**src/rtl/mem_access_stage_if.sv**
```systemverilog
`default_nettype none
// ============================================================================
//  Module      : mem_access_stage_if
//  Description : Data-memory request/ready bus between the MEM-stage
//                controller (master) and the data memory (slave).
//  Signals     : dm_req    - memory request
//                dm_we     - write strobe
//                dm_addr   - word-aligned byte address
//                dm_wdata  - lane-replicated store data
//                dm_be     - byte enables
//                dm_ready  - write accepted / read data valid
//                dm_rdata  - read word
//  Revision    : 1.0 - initial release
// ============================================================================
interface mem_access_stage_if;
  logic        dm_req;
  logic        dm_we;
  logic [31:0] dm_addr;
  logic [31:0] dm_wdata;
  logic [3:0]  dm_be;
  logic        dm_ready;
  logic [31:0] dm_rdata;

  modport master (
    output dm_req,
    output dm_we,
    output dm_addr,
    output dm_wdata,
    output dm_be,
    input  dm_ready,
    input  dm_rdata
  );

  modport slave (
    input  dm_req,
    input  dm_we,
    input  dm_addr,
    input  dm_wdata,
    input  dm_be,
    output dm_ready,
    output dm_rdata
  );
endinterface
`default_nettype wire

```
**src/rtl/mem_access_stage.sv**
```systemverilog
`default_nettype none
// ============================================================================
//  Module      : mem_access_stage
//  Description : MEM-stage controller. Converts the load/store held in
//                EX/MEM into a request/ready transaction on the data-memory
//                bus, builds byte enables and replicated store data, aligns
//                and extends load data, and stalls the pipeline while the
//                transaction is outstanding.
//  Parameters  : WAIT_LIMIT - REQ cycles without dm_ready before abort (1..255)
//  Ports       : clk, rst         - clock, synchronous active-high reset
//                ex_mem_valid     - MEM-stage instruction valid
//                mem_read/write   - load / store (both set => load)
//                mem_size         - 00 byte, 01 half, 1x word
//                mem_unsigned     - zero-extend sub-word loads
//                mem_addr/wdata   - byte address, right-justified store data
//                dm               - data-memory bus (master side)
//                mem_DM_out       - aligned/extended load result (held)
//                mem_stall        - freeze upstream pipeline (combinational)
//                mem_done         - high in the DONE cycle
//                mem_bus_err      - DONE cycle of a timed-out access
//                mem_misalign     - DONE cycle of a trapped misaligned access
//  Options     : MEM_MISALIGN_TRAP_EN - when defined, misaligned half/word
//                accesses skip the bus and report mem_misalign; otherwise the
//                offending low address bits are ignored.
//  Revision    : 1.0 - initial release
// ============================================================================
module mem_access_stage #(
  parameter int unsigned WAIT_LIMIT = 255
) (
  input  logic               clk,
  input  logic               rst,
  input  logic               ex_mem_valid,
  input  logic               mem_read,
  input  logic               mem_write,
  input  logic [1:0]         mem_size,
  input  logic               mem_unsigned,
  input  logic [31:0]        mem_addr,
  input  logic [31:0]        mem_wdata,
  mem_access_stage_if.master dm,
  output logic [31:0]        mem_DM_out,
  output logic               mem_stall,
  output logic               mem_done,
  output logic               mem_bus_err,
  output logic               mem_misalign
);

  localparam logic [7:0] c_wait_limit = 8'(WAIT_LIMIT);

  typedef enum logic [1:0] {
    S_IDLE = 2'd0,
    S_REQ  = 2'd1,
    S_DONE = 2'd2
  } state_t;

  state_t      r_state;
  state_t      w_state_nxt;

  logic [7:0]  r_wait_cnt;
  logic [1:0]  r_size;
  logic        r_unsigned;
  logic [1:0]  r_lo;
  logic        r_is_load;

  logic        r_dm_req;
  logic        r_dm_we;
  logic [31:0] r_dm_addr;
  logic [31:0] r_dm_wdata;
  logic [3:0]  r_dm_be;
  logic [31:0] r_dm_out;
  logic        r_bus_err;

  logic        w_request;
  logic        w_misaligned;
  logic        w_timeout;
  logic        w_stall;
  logic        w_done;
  logic [3:0]  w_be;
  logic [31:0] w_wdata;
  logic [7:0]  w_byte;
  logic [15:0] w_half;
  logic [31:0] w_load_data;

  assign w_request = ex_mem_valid & (mem_read | mem_write);
  assign w_timeout = ~dm.dm_ready & (r_wait_cnt == c_wait_limit);

`ifdef MEM_MISALIGN_TRAP_EN
  logic r_misalign;
  assign w_misaligned = ((mem_size == 2'b01) & mem_addr[0]) |
                        (mem_size[1] & (mem_addr[1:0] != 2'b00));
`else
  assign w_misaligned = 1'b0;
`endif

  // --------------------------------------------------------------------------
  // FSM state register
  // --------------------------------------------------------------------------
  always_ff @(posedge clk) begin
    if (rst) begin
      r_state <= S_IDLE;
    end else begin
      r_state <= w_state_nxt;
    end
  end

  // --------------------------------------------------------------------------
  // FSM next state and combinational outputs
  // --------------------------------------------------------------------------
  always_comb begin
    w_state_nxt = r_state;
    w_stall     = 1'b0;
    w_done      = 1'b0;
    case (r_state)
      S_IDLE: begin
        if (w_request) begin
          // Stall starts in the same cycle the request is seen so EX/MEM
          // holds the instruction while the bus registers load.
          w_stall     = 1'b1;
          w_state_nxt = w_misaligned ? S_DONE : S_REQ;
        end
      end
      S_REQ: begin
        w_stall = 1'b1;
        if (dm.dm_ready || w_timeout) begin
          w_state_nxt = S_DONE;
        end
      end
      S_DONE: begin
        w_done      = 1'b1;
        w_state_nxt = S_IDLE;
      end
      default: begin
        w_state_nxt = S_IDLE;
      end
    endcase
  end

  // --------------------------------------------------------------------------
  // Store lane steering: sub-word data is replicated across all lanes so the
  // memory only needs the byte enables to pick the right bytes.
  // --------------------------------------------------------------------------
  always_comb begin
    w_be    = 4'b1111;
    w_wdata = mem_wdata;
    if (!mem_read) begin
      case (mem_size)
        2'b00: begin
          w_be    = 4'b0001 << mem_addr[1:0];
          w_wdata = {4{mem_wdata[7:0]}};
        end
        2'b01: begin
          w_be    = mem_addr[1] ? 4'b1100 : 4'b0011;
          w_wdata = {2{mem_wdata[15:0]}};
        end
        default: begin
          w_be    = 4'b1111;
          w_wdata = mem_wdata;
        end
      endcase
    end
  end

  // --------------------------------------------------------------------------
  // Load alignment and extension, using the attributes latched at request
  // time (EX/MEM is frozen, but latching keeps the path independent of it).
  // --------------------------------------------------------------------------
  always_comb begin
    w_byte      = 8'h00;
    w_half      = 16'h0000;
    w_load_data = dm.dm_rdata;
    case (r_lo)
      2'd0:    w_byte = dm.dm_rdata[7:0];
      2'd1:    w_byte = dm.dm_rdata[15:8];
      2'd2:    w_byte = dm.dm_rdata[23:16];
      default: w_byte = dm.dm_rdata[31:24];
    endcase
    w_half = r_lo[1] ? dm.dm_rdata[31:16] : dm.dm_rdata[15:0];
    case (r_size)
      2'b00:   w_load_data = r_unsigned ? {24'h000000, w_byte}
                                        : {{24{w_byte[7]}}, w_byte};
      2'b01:   w_load_data = r_unsigned ? {16'h0000, w_half}
                                        : {{16{w_half[15]}}, w_half};
      default: w_load_data = dm.dm_rdata;
    endcase
  end

  // --------------------------------------------------------------------------
  // Datapath and bus registers
  // --------------------------------------------------------------------------
  always_ff @(posedge clk) begin
    if (rst) begin
      r_wait_cnt <= 8'd0;
      r_size     <= 2'b00;
      r_unsigned <= 1'b0;
      r_lo       <= 2'b00;
      r_is_load  <= 1'b0;
      r_dm_req   <= 1'b0;
      r_dm_we    <= 1'b0;
      r_dm_addr  <= 32'h0;
      r_dm_wdata <= 32'h0;
      r_dm_be    <= 4'b0000;
      r_dm_out   <= 32'h0;
      r_bus_err  <= 1'b0;
`ifdef MEM_MISALIGN_TRAP_EN
      r_misalign <= 1'b0;
`endif
    end else begin
      case (r_state)
        S_IDLE: begin
          r_wait_cnt <= 8'd0;
          r_bus_err  <= 1'b0;
`ifdef MEM_MISALIGN_TRAP_EN
          r_misalign <= 1'b0;
`endif
          if (w_request) begin
            r_size     <= mem_size;
            r_unsigned <= mem_unsigned;
            r_lo       <= mem_addr[1:0];
            r_is_load  <= mem_read;
            if (w_misaligned) begin
              // Trapped access: no bus cycle, result forced to zero.
              r_dm_out   <= 32'h0;
`ifdef MEM_MISALIGN_TRAP_EN
              r_misalign <= 1'b1;
`endif
            end else begin
              r_dm_req   <= 1'b1;
              r_dm_we    <= ~mem_read & mem_write;
              r_dm_addr  <= {mem_addr[31:2], 2'b00};
              r_dm_wdata <= w_wdata;
              r_dm_be    <= w_be;
            end
          end
        end
        S_REQ: begin
          if (dm.dm_ready) begin
            if (r_is_load) begin
              r_dm_out <= w_load_data;
            end
            r_dm_req <= 1'b0;
            r_dm_we  <= 1'b0;
          end else if (w_timeout) begin
            r_dm_req  <= 1'b0;
            r_dm_we   <= 1'b0;
            r_dm_out  <= 32'h0;
            r_bus_err <= 1'b1;
          end else begin
            r_wait_cnt <= r_wait_cnt + 8'd1;
          end
        end
        S_DONE: begin
          // Status flags are only meaningful for the single DONE cycle.
          r_bus_err  <= 1'b0;
`ifdef MEM_MISALIGN_TRAP_EN
          r_misalign <= 1'b0;
`endif
        end
        default: begin
          r_dm_req <= 1'b0;
          r_dm_we  <= 1'b0;
        end
      endcase
    end
  end

  // --------------------------------------------------------------------------
  // Outputs
  // --------------------------------------------------------------------------
  assign dm.dm_req    = r_dm_req;
  assign dm.dm_we     = r_dm_we;
  assign dm.dm_addr   = r_dm_addr;
  assign dm.dm_wdata  = r_dm_wdata;
  assign dm.dm_be     = r_dm_be;
  assign mem_DM_out   = r_dm_out;
  assign mem_stall    = w_stall;
  assign mem_done     = w_done;
  assign mem_bus_err  = r_bus_err;
`ifdef MEM_MISALIGN_TRAP_EN
  assign mem_misalign = r_misalign;
`else
  assign mem_misalign = 1'b0;
`endif

endmodule
`default_nettype wire

```
**src/flat_wrapper.sv**
```systemverilog
// flat-port wrapper written by rule: the top's interface ports become plain ports
module mem_access_stage_flat 
#(
  parameter int unsigned WAIT_LIMIT = 255
)
  (clk, rst, ex_mem_valid, mem_read, mem_write, mem_size, mem_unsigned, mem_addr, mem_wdata, mem_DM_out, mem_stall, mem_done, mem_bus_err, mem_misalign, dm_dm_req, dm_dm_we, dm_dm_addr, dm_dm_wdata, dm_dm_be, dm_dm_ready, dm_dm_rdata);
  mem_access_stage_if dm_i ();
  input  logic clk;
  input  logic rst;
  input  logic ex_mem_valid;
  input  logic mem_read;
  input  logic mem_write;
  input  logic [1:0] mem_size;
  input  logic mem_unsigned;
  input  logic [31:0] mem_addr;
  input  logic [31:0] mem_wdata;
  output logic [31:0] mem_DM_out;
  output logic mem_stall;
  output logic mem_done;
  output logic mem_bus_err;
  output logic mem_misalign;
  output wire logic [$bits(dm_i.dm_req)-1:0] dm_dm_req;
  output wire logic [$bits(dm_i.dm_we)-1:0] dm_dm_we;
  output wire logic [$bits(dm_i.dm_addr)-1:0] dm_dm_addr;
  output wire logic [$bits(dm_i.dm_wdata)-1:0] dm_dm_wdata;
  output wire logic [$bits(dm_i.dm_be)-1:0] dm_dm_be;
  input wire logic [$bits(dm_i.dm_ready)-1:0] dm_dm_ready;
  input wire logic [$bits(dm_i.dm_rdata)-1:0] dm_dm_rdata;
  assign dm_dm_req = dm_i.dm_req;
  assign dm_dm_we = dm_i.dm_we;
  assign dm_dm_addr = dm_i.dm_addr;
  assign dm_dm_wdata = dm_i.dm_wdata;
  assign dm_dm_be = dm_i.dm_be;
  assign dm_i.dm_ready = dm_dm_ready;
  assign dm_i.dm_rdata = dm_dm_rdata;
  mem_access_stage #(.WAIT_LIMIT(WAIT_LIMIT)) u_core (.clk(clk), .rst(rst), .ex_mem_valid(ex_mem_valid), .mem_read(mem_read), .mem_write(mem_write), .mem_size(mem_size), .mem_unsigned(mem_unsigned), .mem_addr(mem_addr), .mem_wdata(mem_wdata), .dm(dm_i), .mem_DM_out(mem_DM_out), .mem_stall(mem_stall), .mem_done(mem_done), .mem_bus_err(mem_bus_err), .mem_misalign(mem_misalign));
endmodule
```
**config.mk**
```make
export PLATFORM = sky130hd
export DESIGN_NAME = mem_access_stage_flat
export DESIGN_NICKNAME = d
export VERILOG_FILES = /design/src/rtl/mem_access_stage_if.sv /design/src/rtl/mem_access_stage.sv /design/src/flat_wrapper.sv
export SDC_FILE = /design/constraint.sdc
export NUM_CORES = 1
export LEC_CHECK = 0
export CAP_MARGIN = 20
export CORE_UTILIZATION = 40
export DETAILED_ROUTE_END_ITERATION = 16
export PLACE_DENSITY = 0.76
export SLEW_MARGIN = 40
export SYNTH_ARGS = -nofsm -noshare
export SYNTH_HDL_FRONTEND = slang
export SYNTH_SLANG_ARGS = --single-unit
```
**constraint.sdc**
```tcl
create_clock -name clk -period 1.9 [get_ports clk]
set_input_delay 0.38 -clock clk [delete_from_list [all_inputs] [get_ports clk]]
set_output_delay 0.38 -clock clk [all_outputs]
set_load 0.1 [all_outputs]
```
# Word-level counts from Yosys, hierarchy flattened
# Cells that the tools add are included.
# word_totals
out_inout_bits	106
in_bits	105
regBits	117
wordCells	82
# op_classes
n_addsub	1
eq_ne	14
n_bitwise	7
muxes	31
shifts	1
reduce_logical	15
# op_table
operator	n
$mux 32	6
$pmux 32 s2	2
$pmux 8 s3	1
$mux 16	1
$mux 8	2
$pmux 8 s2	1
$reduce_and 3->1	4
$add 8x1->8 const B	1
$eq 2x1->1 const B	4
$eq 8x8->1 const B	1
$logic_not 2->1	4
$mux 1	8
$mux 4	2
$ne 2x1->1 const B	4
$pmux 4 s2	1
$pmux 1 s3	2
$reduce_bool 2->1	3
$eq 2x2->1 const B	2
$mux 2	2
$ne 2x2->1 const B	2
$pmux 1 s2	2
$pmux 2 s2	1
$reduce_and 2->1	2
$shl 1x2->4 const A	1
other kinds (6)	10

# Longest topological paths before layout
# depth
depth_word	6
ltp_mapped	7
depth_no_buf	5

# Least setup slack after synthesis
# Ideal clock, no wire load.
# synth_timing
path_kind	reg2out
from	reg u_core.r_state[1]
to	out mem_done
arrival_time_ns	2.084
n_path_buf	2
required_time_ns	1.520
setup_slack_ns	-0.564
stages_incl_launch_ff	4
path_cell_list	dfxtp_1 buf_2 clkbuf_1 nor2b_1
# synth_between
elab_chain_cells	2
# synth_lines
item	line_no	source
start, declared	mem_access_stage.sv:55	state_t r_state;
start signal, assigned	mem_access_stage.sv:101	r_state <= w_state_nxt;
$eq 2x2->1	mem_access_stage.sv:112	case (r_state)
$mux 1	mem_access_stage.sv:112	
end, declared	flat_wrapper.sv:19	output logic mem_done;
# No other way between the ends.

# Worst setup path after layout
# Ends and elaborated chain as after synthesis.

==> impl_metrics.yaml <==
sta:
  hold_viol: 0
  final-setup-viol-count: 0
  fin_crit_ns: 1.83
  finClkSkew_ns: 0.00555
  report.final.slew_viol_count: 0
  max_freq_mhz: 546
  tightest_slew_ns: 0.548
  slew_headroom_pct: 63.4
  period_share_pct: 96.4
placement:
  hpwlAfterDp_um: 11700
  io_buffers: 207
  place_area_um2: 7540
  routabilityCongestion: 0.852
floorplan:
  ios: 211
  die_width_um: 115
  rows: 40
  dieArea_um2: 13200
  die_height_um: 115
  core_um2: 12200
  start_util_pct: 41.7
global_routing:
  grt_pass1_vias: 5136
  grt_max_degree: 49
  antenna_found_initial: 0
  grt_overflow: 0
  grtUsageTotal_pct: 25.0
  grt_pass1_wl_um: 25700
power:
  total_leakage_power_nw: 3.22
  vdd_drop_max_mv: 0.535
  power_density_nw_per_um2: 913
  total_power_mw: 7.37
layout:
  syn2layout_area_growth_pct: 58.7
  final_area_um2: 8080
  final_common_cell: "nand2_1"
  fin_nets: 930
  diodes: 0
  final_util_pct: 66.2
  layout_common_cells: "nand2_1, buf_4, dfxtp_1"
  regArea_um2: 2340
  drive_gt1_share_pct: 23.1
  multi_input_area_um2: 2540
  fillers: 1003
routing:
  drc: 0
  post_drt_wl_per_cell_um: 16.1
  firstDrtPassIters: 4
  initialDrtViolationCount: 399
  via_per_inst: 5.38
  dr_total_vias: 5401
  antenna_left: 0
  finalWirelength_um: 16100
clock_tree:
  cts_num_sinks: 117
  htree_levels: 4
  clockBufferDepth: 2
  clkLatencyLatePin_ns: 0.42
  cts_tree: "done"
  root_buffer: "clkbuf_16"
  clk_pin_slew_worst_paths_ns: 0.05
  numCtsBuffers: 17
  cts_setup_buffers: 0
synthesis:
  async_flop_share_pct: 0
  yosys.cell_types.count: 49
  synthesis.area_um2: 5090
  synth_edf_count: 0
  yosysTopAreaCell: "dfxtp_1"
  synth_top_area_share_pct: 46.0
  synthCells: 606
  synth_ff_type: "dfxtp_1"
  ys_seq_area_share_pct: 46.0
  ys_seq_elements: 117
  syn_area_per_cell_um2: 8.40
  ys_warn_count: 0
  yosys-top-cells-area: "dfxtp_1, nand2_1, a21oi_1"
worst_setup_path:
  path_max_fanout: 14
  cp.arrival_ns: 1.45
  crit_path_end_kind: "output port"
  cp.required_ns: 1.52
  crit_type: "flip-flop to output port"
  critPathLaunchType: "flip-flop"
hold_path:
  hold_class: "input port to flip-flop"
status:
  outcome: "finished, final reports clean"
job:
  drv_cap: 0
==> worst max-delay path, stage by stage (launching register included) <==
cell     delay (ns)
dfxtp_1        0.41
buf_4          0.23
nor2b_2        0.21
buf_12         0.19
==> synth_stat cells, drive strengths merged (3+ instances only) <==
library cell / number
nor2: 28
dfxtp: 117
o21ai: 24
a311oi: 11
a211o: 7
buf: 20
mux2: 7
nor2b: 5
nand3b: 5
or3: 11
a32o: 8
o211ai: 17
nand2: 142
a221o: 17
o2bb2ai: 7
a31oi: 4
mux2i: 8
a21oi: 78
and3b: 8
nand3: 3
clkbuf: 32
nor3: 7
nand2b: 13
==> area by class of cell <==
type                       instances  share of cell area (%)
clock buffer                      26                    6.18
clock inverter                     4                   0.279
inverter                           3                   0.139
multi-input combinational        436                    31.4
sequential                       117                    29.0
tap                              168                    2.60
timing repair buffer             249                    30.4
==> flip-flops by register name, summed over array words and instances, names as in the netlist <==
signal              flops
u_core.r_unsigned       1
u_core.dm.dm_req        1
u_core.dm.dm_be         4
u_core.r_wait_cnt       8
u_core.dm.dm_we         1
u_core.dm.dm_wdata     32
u_core.dm.dm_addr      30
u_core.mem_DM_out      32
u_core.r_state          2
u_core.r_size           2
u_core.r_is_load        1
u_core.mem_bus_err      1
u_core.r_lo             2
==> layer usage <==
layer | routed length, um | vias up | GRT usage [%] | share of wire (%)
met5 | 0 | - | 0 | 0
li1 | - | 2592 | - | -
met2 | 8060 | 227 | 42.9 | 50
met4 | 238 | 0 | 9.00 | 1.5
met3 | 1380 | 22 | 8.28 | 8.5
met1 | 6440 | 2560 | 29.2 | 40
==> path summary, 6_finish.rpt <==
kind	startpoint	to	slack (ns)	cells after the start
hold reg to reg	u_core.dm.dm_addr[27]	u_core.dm.dm_addr[27]	0.45	2
setup / recovery	u_core.r_state[1]	mem_done	0.07	3
hold / removal	rst	u_core.r_wait_cnt[4]	0.38	3
setup reg to reg	u_core.r_wait_cnt[1]	u_core.mem_DM_out[15]	0.10	6
==> through the flow <==
step | TNS [ns] | std cells | hold WS [ns] | setup slack [ns]
2_1_floorplan | -0.0750 | 608 | 0.437 | -0.0750
3_3_place_gp | -8.84 | 973 | 0.441 | -0.286
3_5_place_dp | -12.80 | 973 | 0.447 | -0.364
4_1_cts | 0 | 1003 | 0.379 | 0.0101
5_1_grt | -0.0113 | 1003 | 0.390 | -0.00880
6_report | 0 | 1003 | 0.375 | 0.0693
==> power by group <==
part / internal (mW) / leakage [nW] / switching, mW
sequential: 2.58 / 0.954 / 0.0792
clock: 1.78 / 0.256 / 1.06
combinational: 0.610 / 2.01 / 1.27
==> what timing repair did <==
item / in CTS / in global routing
setup endpoints to repair: 3 / 32
gates resized for setup: 2 / 4
pin swaps: 1 / 1
endpoints found under the hold margin: 0 / 0
hold buffers: 0 / 0
==> cells by family (layout without fill, tap and decap cells) <==
group                      after synthesis  in the layout  share of synthesized area (%)
and+or+nand+nor                        233            233                           21.3
AOI/OAI and AO/OA                      183            183                           23.9
DFF                                    117            117                           46.0
buffers and inverters                   55            282                           4.99
muxes                                   16             16                           3.56
adders and majority gates                1              1                          0.246
other                                    1              3                         0.0736
Power figures use the tool's default switching activity.
==> RTL edit 1: new RTL, same flow settings <==
Add a define of `MEM_MISALIGN_TRAP_EN`.
--- a/src/rtl/mem_access_stage.sv
+++ b/src/rtl/mem_access_stage.sv
@@ -26,2 +26,4 @@
 // ============================================================================
+`define MEM_MISALIGN_TRAP_EN
+
 module mem_access_stage #(
Function: changed (a bounded check fails within 4 cycles, from zero or initial values and one cycle with rst high).
==> RTL edit 1 against the original RTL <==
Setup slack got worse by 29 ps; clock skew rose by 4.3 ps; register-to-register slack got worse by 40 ps; via count rose by 6.8%; routed wire length rose by 12%; worst hold slack improved by 38 ps; fmax fell by 1.5%; cell area rose by 6.9%; total power rose by 5.1%; non-clock buffer count rose by 15; sequential cell count rose by 1; area after synthesis rose by 6.2%; critical path type is now in2out; highest routed layer unchanged.
==> RTL edit 1: results (changes against the original RTL) <==
status: finished clean
Routability Congestion: 0.857 (+0.66%)
Placement Cell Area: 7970 µm² (+5.7%)
Seq group: 2.64 mW (about the same)
Pint: 5.30 mW (+6.7%)
met1 WL: 7500 µm (+16%)
slowest cell on the critical path: clkdlybuf4s50_1
Min Hold Slack: 413 ps (+37.5 ps)
Rel. slew slack: 60.0% (-3.4 points)
CP delay by family, top: buffers and inverters
VDD IR max: 554 µV (+3.7%)
first-pass GRT wire length: 27800 µm (+8.1%)
met2 GRT Util: 44.4% (+1.5 points)
Mapped Cells: 647 (+6.8%)
dpl ws: -392 ps (-27.7 ps)
FF-to-FF setup slack: 60 ps (-40 ps)
ranking of synthesized cells by area: dfxtp_1, nand2_1, a21oi_1, mux2i_1, o211ai_1
end point of the critical path: mem_stall
R2R depth: 5 (-1)
Hold Crit Start: mem_addr[1]
sequential share of power: 34.1% (-1.9 points)
largest net degree at the start of global routing: 86 (+76%)
Worst Hold End: u_core.r_lo[1]
Filler cells: 1064 (+6.1%)
met3 WL: 921 µm (-33%)
CTS H-Tree Depth: 4 (unchanged)
Clock Latency Late Sink: 420 ps (about the same)
Worst-path clk slew: 50 ps (about the same)
register area share after synthesis: 43.7% (-2.3 points)
crit-path max FO: 2 (-12)
max incr delay on CP: 460 ps (+50 ps)
Port Buffers: 208 (+0.48%)
final worst-path cycle share: 97.9% (+1.5 points)
Synth top cells by count: nand2_1, dfxtp_1, a21oi_1
critical path arrival: 1480 ps (+30 ps)
Vias: 5770 (+6.8%)
final cell count without fillers: 1063 (+6.0%)
Worst Setup SP: ex_mem_valid
leakage: 3.44 nW (+6.8%)
DP HPWL: 13000 µm (+11%)
layout cells sized above 1: 25.3% (+2.2 points)
combinational share of power: 24.1% (-1.4 points)
routed len/inst: 16.9 µm (+5.4%)
worst r2r src: u_core.r_state[1]
cell count after placement: 1028 (+5.7%)
First-pass DRT Iterations: 5 (+1)
vias in the first global route: 5471 (+6.5%)
Netlist cell types: 57 (+16%)
hold depth: 4 (+1)
met1 Use GR: 29.1% (-0.16 points)
Nets: 979 (+5.3%)
top routing layer in use: met4
Initial DRC Count: 494 (+24%)
clk_skew: 9.88 ps (+4.33 ps)
FF-to-FF End: u_core.mem_DM_out[12]
-- RTL edit 1: layout make-up --
type | count | area, µm² | share of cell area (%)
multi-input combinational | 463 | 2800 | 32.4
timing repair buffer | 264 | 2610 | 30.3
sequential | 118 | 2370 | 27.4
clock buffer | 22 | 484 | 5.61
tap | 176 | 220 | 2.55
clock inverter | 10 | 121 | 1.41
inverter | 9 | 33.8 | 0.391
antenna | 1 | 2.50 | 0.0290
-- RTL edit 1: timing repair --
action	in CTS	in global routing
gates resized for setup	3	16
endpoints found under the setup margin	1	19
endpoints found under the hold margin	0	0
setup buffers	2	0
pin swaps	2	9
cloned	0	0
-- RTL edit 1: logic make-up (layout without fill, tap and decap cells) --
group | count (synthesis) | count (layout) | synth area share [%]
compound gates | 201 | 201 | 24.3
xor+xnor | 2 | 2 | 0.324
fa+ha+maj | 1 | 1 | 0.231
buf+inv | 67 | 305 | 5.60
flops | 118 | 118 | 43.7
mux | 39 | 39 | 7.61
other cells | 1 | 3 | 0.0694
simple gates | 218 | 218 | 18.2
==> RTL edit 2: new RTL, config.mk and constraints unchanged <==
Made on the original files. Make the reset (`rst`) asynchronous in 2 clocked blocks. Comments in the files are not updated.
--- a/src/rtl/mem_access_stage.sv
+++ b/src/rtl/mem_access_stage.sv
@@ -96,3 +96,3 @@
   // --------------------------------------------------------------------------
-  always_ff @(posedge clk) begin
+  always_ff @(posedge clk or posedge rst) begin
     if (rst) begin
@@ -188,3 +188,3 @@
   // --------------------------------------------------------------------------
-  always_ff @(posedge clk) begin
+  always_ff @(posedge clk or posedge rst) begin
     if (rst) begin
Check against the original RTL: differs if rst is asserted again (counterexample within 4 cycles, from zero or initial values and one cycle with rst high); with rst held inactive, the same outputs for 4 cycles.
==> RTL edit 2 against the original RTL <==
Routed wire length is 3.7% higher; sequential cell count stayed put; area after synthesis grew 6.4%; cell area up 7.1%; clock skew increased by 1.8 ps; critical endpoint is now mem_stall; setup slack better by 27 ps.
Power is left out: the tool's default activity adds up to more than one toggle a clock period on the data nets, which glitch-free logic cannot reach.
==> RTL edit 2: results (changes against the original RTL) <==
Filler cells: 1063 (+6.0%)
Vias: 5286 (-2.1%)
First-pass DRT Iterations: 5 (+1)
Signal inverters: 5 (+2)
FFs w/ async S/R, synth: 100% (+100 points)
met1 WL: 6680 µm (+3.7%)
crit-path max FO: 3 (-11)
multi-input gates: 418 (-4.1%)
clk_skew: 7.39 ps (+1.84 ps)
Non-clk bufs: 246 (-1.2%)
P&R area growth vs syn: 59.7%
Overall Global Routing Usage: 24.9% (-0.15 points)
status: finished clean
clk cell area share: 8.13% (+1.7 points)
register area share after synthesis: 54.0% (+8.0 points)
CLK BUF: 25 (-3.8%)
routed len/inst: 16.8 µm (+4.6%)
cell count after placement: 961 (-1.2%)
Mapped Cells: 581 (-4.1%)
critical path arrival: 1420 ps (-30 ps)
Placement Cell Area: 7930 µm² (+5.2%)
final cell count without fillers: 994 (-0.90%)
NonClk Buf Share: 28.8% (-1.6 points)
ranking of synthesized cells by area: dfrtp_1, nand2_1, nand3_1, a221o_1, a22o_1
slowest cell on the critical path: clkdlybuf4s50_1
largest net degree at the start of global routing: 61 (+24%)
Seq area share: 33.9% (+4.9 points)
Routability Congestion: 0.964 (+13%)
Initial DRC Count: 336 (-16%)
met2 GRT Util: 40.5% (-2.4 points)
GR Util met3: 7.87% (-0.41 points)
met1 Use GR: 29.1% (-0.097 points)
Netlist cell types: 54 (+10%)
dpl ws: -292 ps (+72.7 ps)
Nets: 911 (-2.0%)
Rel. slew slack: 64.9% (+1.6 points)
## RTL edit 2: cell families (layout without fill, tap and decap cells)
family                     Yosys count  count (layout)  share of synthesized area (%)
and+or+nand+nor                    287             287                           23.5
DFF                                117             117                           54.0
AOI/OAI and AO/OA                  112             112                           14.8
buffers and inverters               48             283                           4.13
muxes                               15              15                           3.26
adders and majority gates            1               1                          0.231
other                                1               3                         0.0692
## RTL edit 2: worst paths after layout
check,from,end,slack (ps),cells past startpoint
setup reg to reg,u_core.r_lo[0],u_core.mem_DM_out[23],110,5
hold / removal,rst,u_core.mem_bus_err,440,3
setup / recovery,mem_read,mem_stall,100,5
max in group asynchronous,rst,u_core.mem_DM_out[15],1170,3
hold reg to reg,u_core.dm.dm_addr[24],u_core.dm.dm_addr[24],480,2
min in group clk,u_core.dm.dm_addr[24],u_core.dm.dm_addr[24],480,2
## RTL edit 2: repair_timing
action / in CTS / in global routing
buffers inserted: 1 / 0
resized for setup: 0 / 1
endpoints found under the setup margin: 16 / 1
pin swaps: 1 / 0
